===== src/rtl/uart_rx_fifo.sv =====
`default_nettype none
// ============================================================================
// Module      : uart_rx_fifo
// Description : UART receive byte buffer presenting a first-word-fall-through
//               valid/ready stream, with fill level and drop accounting.
// Revision    : 1.0 - initial release
// ============================================================================
module uart_rx_fifo #(
    parameter int DEPTH = 16,
    parameter int AW    = 4
) (
    input  logic          clk,
    input  logic          rst_n,
    input  logic          rx_valid,
    input  logic [7:0]    rx_data,
    output logic          m_valid,
    output logic [7:0]    m_data,
    input  logic          m_ready,
    output logic [AW:0]   count,
    output logic          full,
    output logic          empty,
    output logic          overflow,
    input  logic          ovf_clear,
    output logic [7:0]    drop_cnt
);

    localparam logic [AW:0] c_depth    = (AW+1)'(DEPTH);
    localparam logic [7:0]  c_drop_max = 8'hFF;

    logic [7:0]    r_mem [DEPTH];
    logic [AW-1:0] r_wr_ptr;
    logic [AW-1:0] r_rd_ptr;
    logic [AW:0]   r_count;
    logic          r_overflow;
    logic [7:0]    r_drop_cnt;

    logic w_full;
    logic w_empty;
    logic w_pop;
    logic w_push;
    logic w_drop;

    assign w_full  = (r_count == c_depth);
    assign w_empty = (r_count == '0);
    assign w_pop   = !w_empty && m_ready;
    // A pop in the same cycle frees a slot, so a full FIFO still accepts.
    assign w_push  = rx_valid && (!w_full || w_pop);
    assign w_drop  = rx_valid && w_full && !w_pop;

    // Storage is deliberately left out of reset.
    always_ff @(posedge clk) begin
        if (w_push) begin
            r_mem[r_wr_ptr] <= rx_data;
        end
    end

    always_ff @(posedge clk or negedge rst_n) begin
        if (!rst_n) begin
            r_wr_ptr <= '0;
            r_rd_ptr <= '0;
            r_count  <= '0;
        end else begin
            if (w_push) begin
                r_wr_ptr <= r_wr_ptr + 1'b1;
            end
            if (w_pop) begin
                r_rd_ptr <= r_rd_ptr + 1'b1;
            end
            if (w_push && !w_pop) begin
                r_count <= r_count + 1'b1;
            end else if (w_pop && !w_push) begin
                r_count <= r_count - 1'b1;
            end
        end
    end

    // A drop in the same cycle as a clear restarts the tally at one.
    always_ff @(posedge clk or negedge rst_n) begin
        if (!rst_n) begin
            r_overflow <= 1'b0;
            r_drop_cnt <= '0;
        end else if (w_drop) begin
            r_overflow <= 1'b1;
            if (ovf_clear) begin
                r_drop_cnt <= 8'd1;
            end else if (r_drop_cnt != c_drop_max) begin
                r_drop_cnt <= r_drop_cnt + 1'b1;
            end
        end else if (ovf_clear) begin
            r_overflow <= 1'b0;
            r_drop_cnt <= '0;
        end
    end

    assign m_valid  = !w_empty;
    assign m_data   = r_mem[r_rd_ptr];
    assign count    = r_count;
    assign full     = w_full;
    assign empty    = w_empty;
    assign overflow = r_overflow;
    assign drop_cnt = r_drop_cnt;

endmodule
`default_nettype wire


===== config.mk =====
export PLATFORM = sky130hd
export DESIGN_NAME = uart_rx_fifo
export DESIGN_NICKNAME = d
export VERILOG_FILES = /design/src/rtl/uart_rx_fifo.sv
export SDC_FILE = /design/constraint.sdc
export NUM_CORES = 1
export LEC_CHECK = 0
export CORE_ASPECT_RATIO = 0.6
export CORE_MARGIN = 1.5
export CORE_UTILIZATION = 41
export DETAILED_ROUTE_END_ITERATION = 10
export PLACE_DENSITY = 0.62
export REMOVE_ABC_BUFFERS = 1
export SLEW_MARGIN = 20
export SYNTH_ARGS = -nofsm -noshare
export SYNTH_HDL_FRONTEND = slang
export SYNTH_SLANG_ARGS = --single-unit

===== constraint.sdc =====
create_clock -name clk -period 5.15 [get_ports clk]
set_input_delay 1.03 -clock clk [delete_from_list [all_inputs] [get_ports clk]]
set_output_delay 1.03 -clock clk [all_outputs]
set_load 0.1 [all_outputs]

* Word level (Yosys, flattened, before mapping) *
Memory sizes are Yosys's and may differ from the RTL's.
Index checks and enable logic that the tools add are counted.

cells by class
  $add $sub $neg = 5
  equality and inequality tests = 2
  mux-type cells = 10
  reductions and logical operators = 16

operators by type and width
  cell                                              count
  2-to-1 mux 8 bit                                  4
  2-to-1 mux 5 bit                                  2
  adder 4 x 1 -> 4 bit, second input constant       2
  adder 8 x 1 -> 8 bit, second input constant       1
  inequality test 8 bit, second input constant      1
  logical AND 1 bit                                 6
  nonzero test 2 bit                                3
  adder 5 x 1 -> 5 bit, second input constant       1
  == test 5 bit, second input constant              1
  logical NOT 5 bit                                 1
  subtractor 5 x 1 -> 5 bit, second input constant  1
  logical NOT 1 bit                                 4
  2-to-1 mux 1 bit                                  4
  AND reduction 2 bit                               1
  logical OR 1 bit                                  1

word-level totals
  register bits after elaboration = 22
  RAM bits = 128
  input port bits = 13
  output and inout port bits = 25
  word-level logic and storage cells = 39
  memories kept = 1

memories
  name   depth  width  rd ports  clocked after Yosys merged registers in  wr ports  RTL line  source
  r_mem  16     8      1         0                                        1         30        logic [7:0] r_mem [DEPTH];

* Depth between registers and ports, before layout *
  word-level depth = 9
  mapped depth = 11
  gate-level depth less buffers = 10

* Worst setup path before layout *
OpenSTA, ideal clock, no wires.

  kind = register -> output
  start point = reg r_count[1] (netlist: count[1])
  end point = out empty
  data arrival time = 3,101 ps
  data required time = 4,120 ps
  setup slack = 1,019 ps
  stages on the path, launching flop included = 5
  cell sequence = dfrtp_1 -> or4_4 -> buf_6 -> nand2b_1 -> inv_1

on the way
  word-level cells in the longest chain between the ends = 1

ends and longest elaborated chain
  what                      RTL line  source
  start: declaration        33        logic [AW:0] r_count;
  start signal: assignment  70        r_count <= r_count + 1'b1;
  start signal: assignment  72        r_count <= r_count - 1'b1;
  logical NOT 5 bit         44        assign w_empty = (r_count == '0);
  end: declaration          21        output logic empty,

No other way between the ends.

* Worst setup path in the final report *
Same ends and word-level chain as after synthesis.

==> flow_metrics.env <==
export IMPL_grt_usage=0.1738
export IMPL_final_cell_mix="edfxtp_1 (128), mux4_2 (32), clkdlybuf4s50_1 (28)"
export IMPL_path_delay_family="buffers and inverters"
export IMPL_async_flop_share=0.1467
export IMPL_core_area_um2=14590
export IMPL_clkLatencyLatePin_ns=0.42
export IMPL_reg2regPathDepth=9
export IMPL_vdd_ir_drop_max_mv=0.3581
export IMPL_wl_per_cell_um=21.02
export IMPL_clkTransAtPathRegs_ns=0.06
export IMPL_tns_ns=0
export IMPL_min_period_ns=3.843
export IMPL_hold_violations=0
export IMPL_worstPathCellList="or4_4 > nand2b_1 > inv_1 > clkdlybuf4s50_1"
export IMPL_antenna_found_initial=0
export IMPL_place_area_um2=6716
export IMPL_cts_inserted_buffers=17
export IMPL_post_cts_buffers=0
export IMPL_worstPathRequired_ns=4.12
export IMPL_r2r_start="count[1]$_DFFE_PN0P_"
export IMPL_ys_flop_type="edfxtp_1"
export IMPL_cts_path_max_buffers=2
export IMPL_cp_start_kind="register"
export IMPL_skew_ns=0.007303
export IMPL_syn_avg_cell_area_um2=17.64
export IMPL_fin_crit_sh=0.7462
export IMPL_fmax_mhz=260.2
export IMPL_grt_max_degree=24
export IMPL_cts_resized=0
export IMPL_status="finished clean"
export IMPL_slew_violations=0
export IMPL_cts_root_buf="clkbuf_16"
export IMPL_grt_pass1_vias=3322
export IMPL_synth_seq_cells=150
export IMPL_gp_congestion=0.7800
export IMPL_seqPwrFrac=0.341
export IMPL_cts_sinks=150
export IMPL_rsz0062_at_grt="no"
export IMPL_worst_pin_slew_ns=1.052
export IMPL_synth_top_cell_by_area="edfxtp_1"
export IMPL_die_y_um=97.93
export IMPL_final_layout_size_suffix_gt1_frac=0.1970
export IMPL_hp_start="overflow$_DFFE_PN0P_"
export IMPL_hold_path_endpoint="overflow$_DFFE_PN0P_"
export IMPL_antenna_cells=0
export IMPL_layout_commonest_cell="edfxtp_1"
export IMPL_min_delay_path_depth=1
export IMPL_dieArea_um2=15790
export IMPL_synth_edf_count=128
export IMPL_drt_pass1_iter_count=4
export IMPL_comb_power_share=0.379
export IMPL_p_leak_uw=0.002520
export IMPL_r2r_end="count[4]$_DFFE_PN0P_"
export IMPL_syn_instance_count=349
export IMPL_worstSetupEndpointType="output port"
export IMPL_slowest_delay_ns=1.12
export IMPL_dp_hpwl_um=8360
export IMPL_synth_cell_types=42
export IMPL_p_sw_frac=0.3924
export IMPL_port_buffers=37
export IMPL_drtAntennaViolNets=0
export IMPL_rows=34
export IMPL_fin_ws_ns=1.307
export IMPL_p_clk_frac=0.279
export IMPL_ctsHoldBuffers=0
export IMPL_arrival_ns=2.81
export IMPL_num_nets_final=417
export IMPL_relSlewSlack=0.2963
export IMPL_fin_area_um2=7350
export IMPL_yosysSeqAreaShare=0.7137
export IMPL_area_growth_pct=19.37
export IMPL_io_pins=38
export IMPL_vias=3286
export IMPL_globalRouteOverflowTotal=0
export IMPL_slowest_stage="clkdlybuf4s50_1"
export IMPL_start_util=0.4220
export IMPL_switchingPower_uw=1879
export IMPL_synth_warnings=0
export IMPL_synth_top_area_share=0.6243
export IMPL_synthTopCellsByArea="edfxtp_1 (62%), mux4_2 (12%), dfrtp_1 (8.9%)"
export IMPL_syn_area_um2=6157
export IMPL_drc=0
export IMPL_cts_tree="built"
export IMPL_via_per_inst=5.440
export IMPL_cap_violations=0
export IMPL_regToRegSetupSlack_ns=2.09
export IMPL_crit_type="reg2out"
export IMPL_setup_viol=0
export IMPL_powerDensity_nw_per_um2=651.8
export IMPL_path_buf_inv=2
export IMPL_hold_path_class="reg2reg"
export IMPL_grt_pass1_wl_um=19910
export IMPL_cts_htree_levels=4
export IMPL_fp_dieW_um=161.2
export IMPL_post_place_ws_ns=1.442
export IMPL_drt_wl_total_um=12690
export IMPL_intPower_uw=2911
export IMPL_crit_path_max_fanout=8
export IMPL_drtIter0Drc=331
==> Yosys cell counts (2+ instances only) <==
cell,count
nor2_1,15
buf_2,2
a21oi_1,7
a21o_1,4
inv_1,7
ha_1,10
o31ai_1,2
buf_6,2
nand2b_1,3
o21ai_0,7
or4_1,2
edfxtp_1,128
xor2_1,2
a22oi_1,16
mux4_2,32
nor2b_1,2
nor4_1,2
dfrtp_1,22
and3_1,3
o211ai_1,2
mux2_2,2
xnor2_1,7
o21a_1,2
buf_1,4
nor3_1,8
nand4b_1,2
nand3_1,4
clkbuf_1,10
a31oi_1,2
nand4_1,2
nand2_1,25
==> worst max-delay path by stage <==
stage                            startpoint                   end  slack (ns)  cells after the start
detailed placement                  m_ready  count[4]$_DFFE_PN0P_        1.44                      8
CTS                    count[1]$_DFFE_PN0P_                 empty        1.29                      4
finish                 count[1]$_DFFE_PN0P_                 empty        1.31                      4
global route        r_rd_ptr[0]$_DFFE_PN0P_             m_data[6]        1.19                      5
global placement                    m_ready  count[4]$_DFFE_PN0P_        1.51                      8
floorplan              count[1]$_DFFE_PN0P_                 empty        1.08                      3
==> cell type report <==
type	instances	area [um^2]
Clock inverter	12	201.4
Tap cell	198	247.7
Clock buffer	20	436.7
Fill cell	1178	7242
Timing Repair Buffer	43	390.4
Inverter	7	26.28
Multi-Input combinational cell	174	1652
Sequential cell	150	4395
==> worst register-to-register path, delay by kind of cell, from the launching register on <==
family                     cells  cell delay [ns]
and+or+nand+nor                1             0.61
DFF                            1             0.43
adders and majority gates      2             0.64
AOI/OAI and AO/OA              4             1.03
buffers and inverters          2             0.23
==> sequential cells by signal, indices dropped and copies added (netlist names) <==
register,cells
overflow,1
drop_cnt,8
r_wr_ptr,4
count,5
r_rd_ptr,4
r_mem,128
==> logic make-up after synthesis <==
family / count (synthesis) / share of synthesized area
flip-flops: 150 / 0.7137
AND/OR/NAND/NOR: 73 / 0.05873
AO/OA/AOI/OAI: 46 / 0.05080
multiplexers: 35 / 0.1223
buffers and inverters: 25 / 0.01809
adder cells (fa/ha/maj): 11 / 0.02357
XOR/XNOR: 9 / 0.01280
==> metal layers <==
layer  GRT usage  part of all wire  wire (um)  up-vias
met3     0.03611             0.046        589        8
li1            -                 -          -     1488
met1      0.2654              0.50       6304     1681
met4     0.05912            0.0084        106        0
met2      0.2480              0.45       5694      109
met5           0                 0          0        -
==> power groups by stage <==
stage	Sequential [uW]	Combinational, uW	Clock [uW]
2_1_floorplan	1820	1190	0
3_3_place_gp	1650	1800	0
3_5_place_dp	1660	1830	0
4_1_cts	1640	1840	1360
5_1_grt	1660	1930	1400
6_report	1630	1820	1340
==> per-stage QoR <==
step                hold WS (ns)    util  power [uW]  cells
detailed placement        0.4726  0.4603        3493    572
global placement          0.4691  0.4603        3456    572
floorplan                 0.4938       -        3016    331
global route              0.5242  0.5037        4993    604
finish                    0.4822  0.5037        4790    604
CTS                       0.4904  0.5040        4833    604
(Power assumes the default switching activity.)
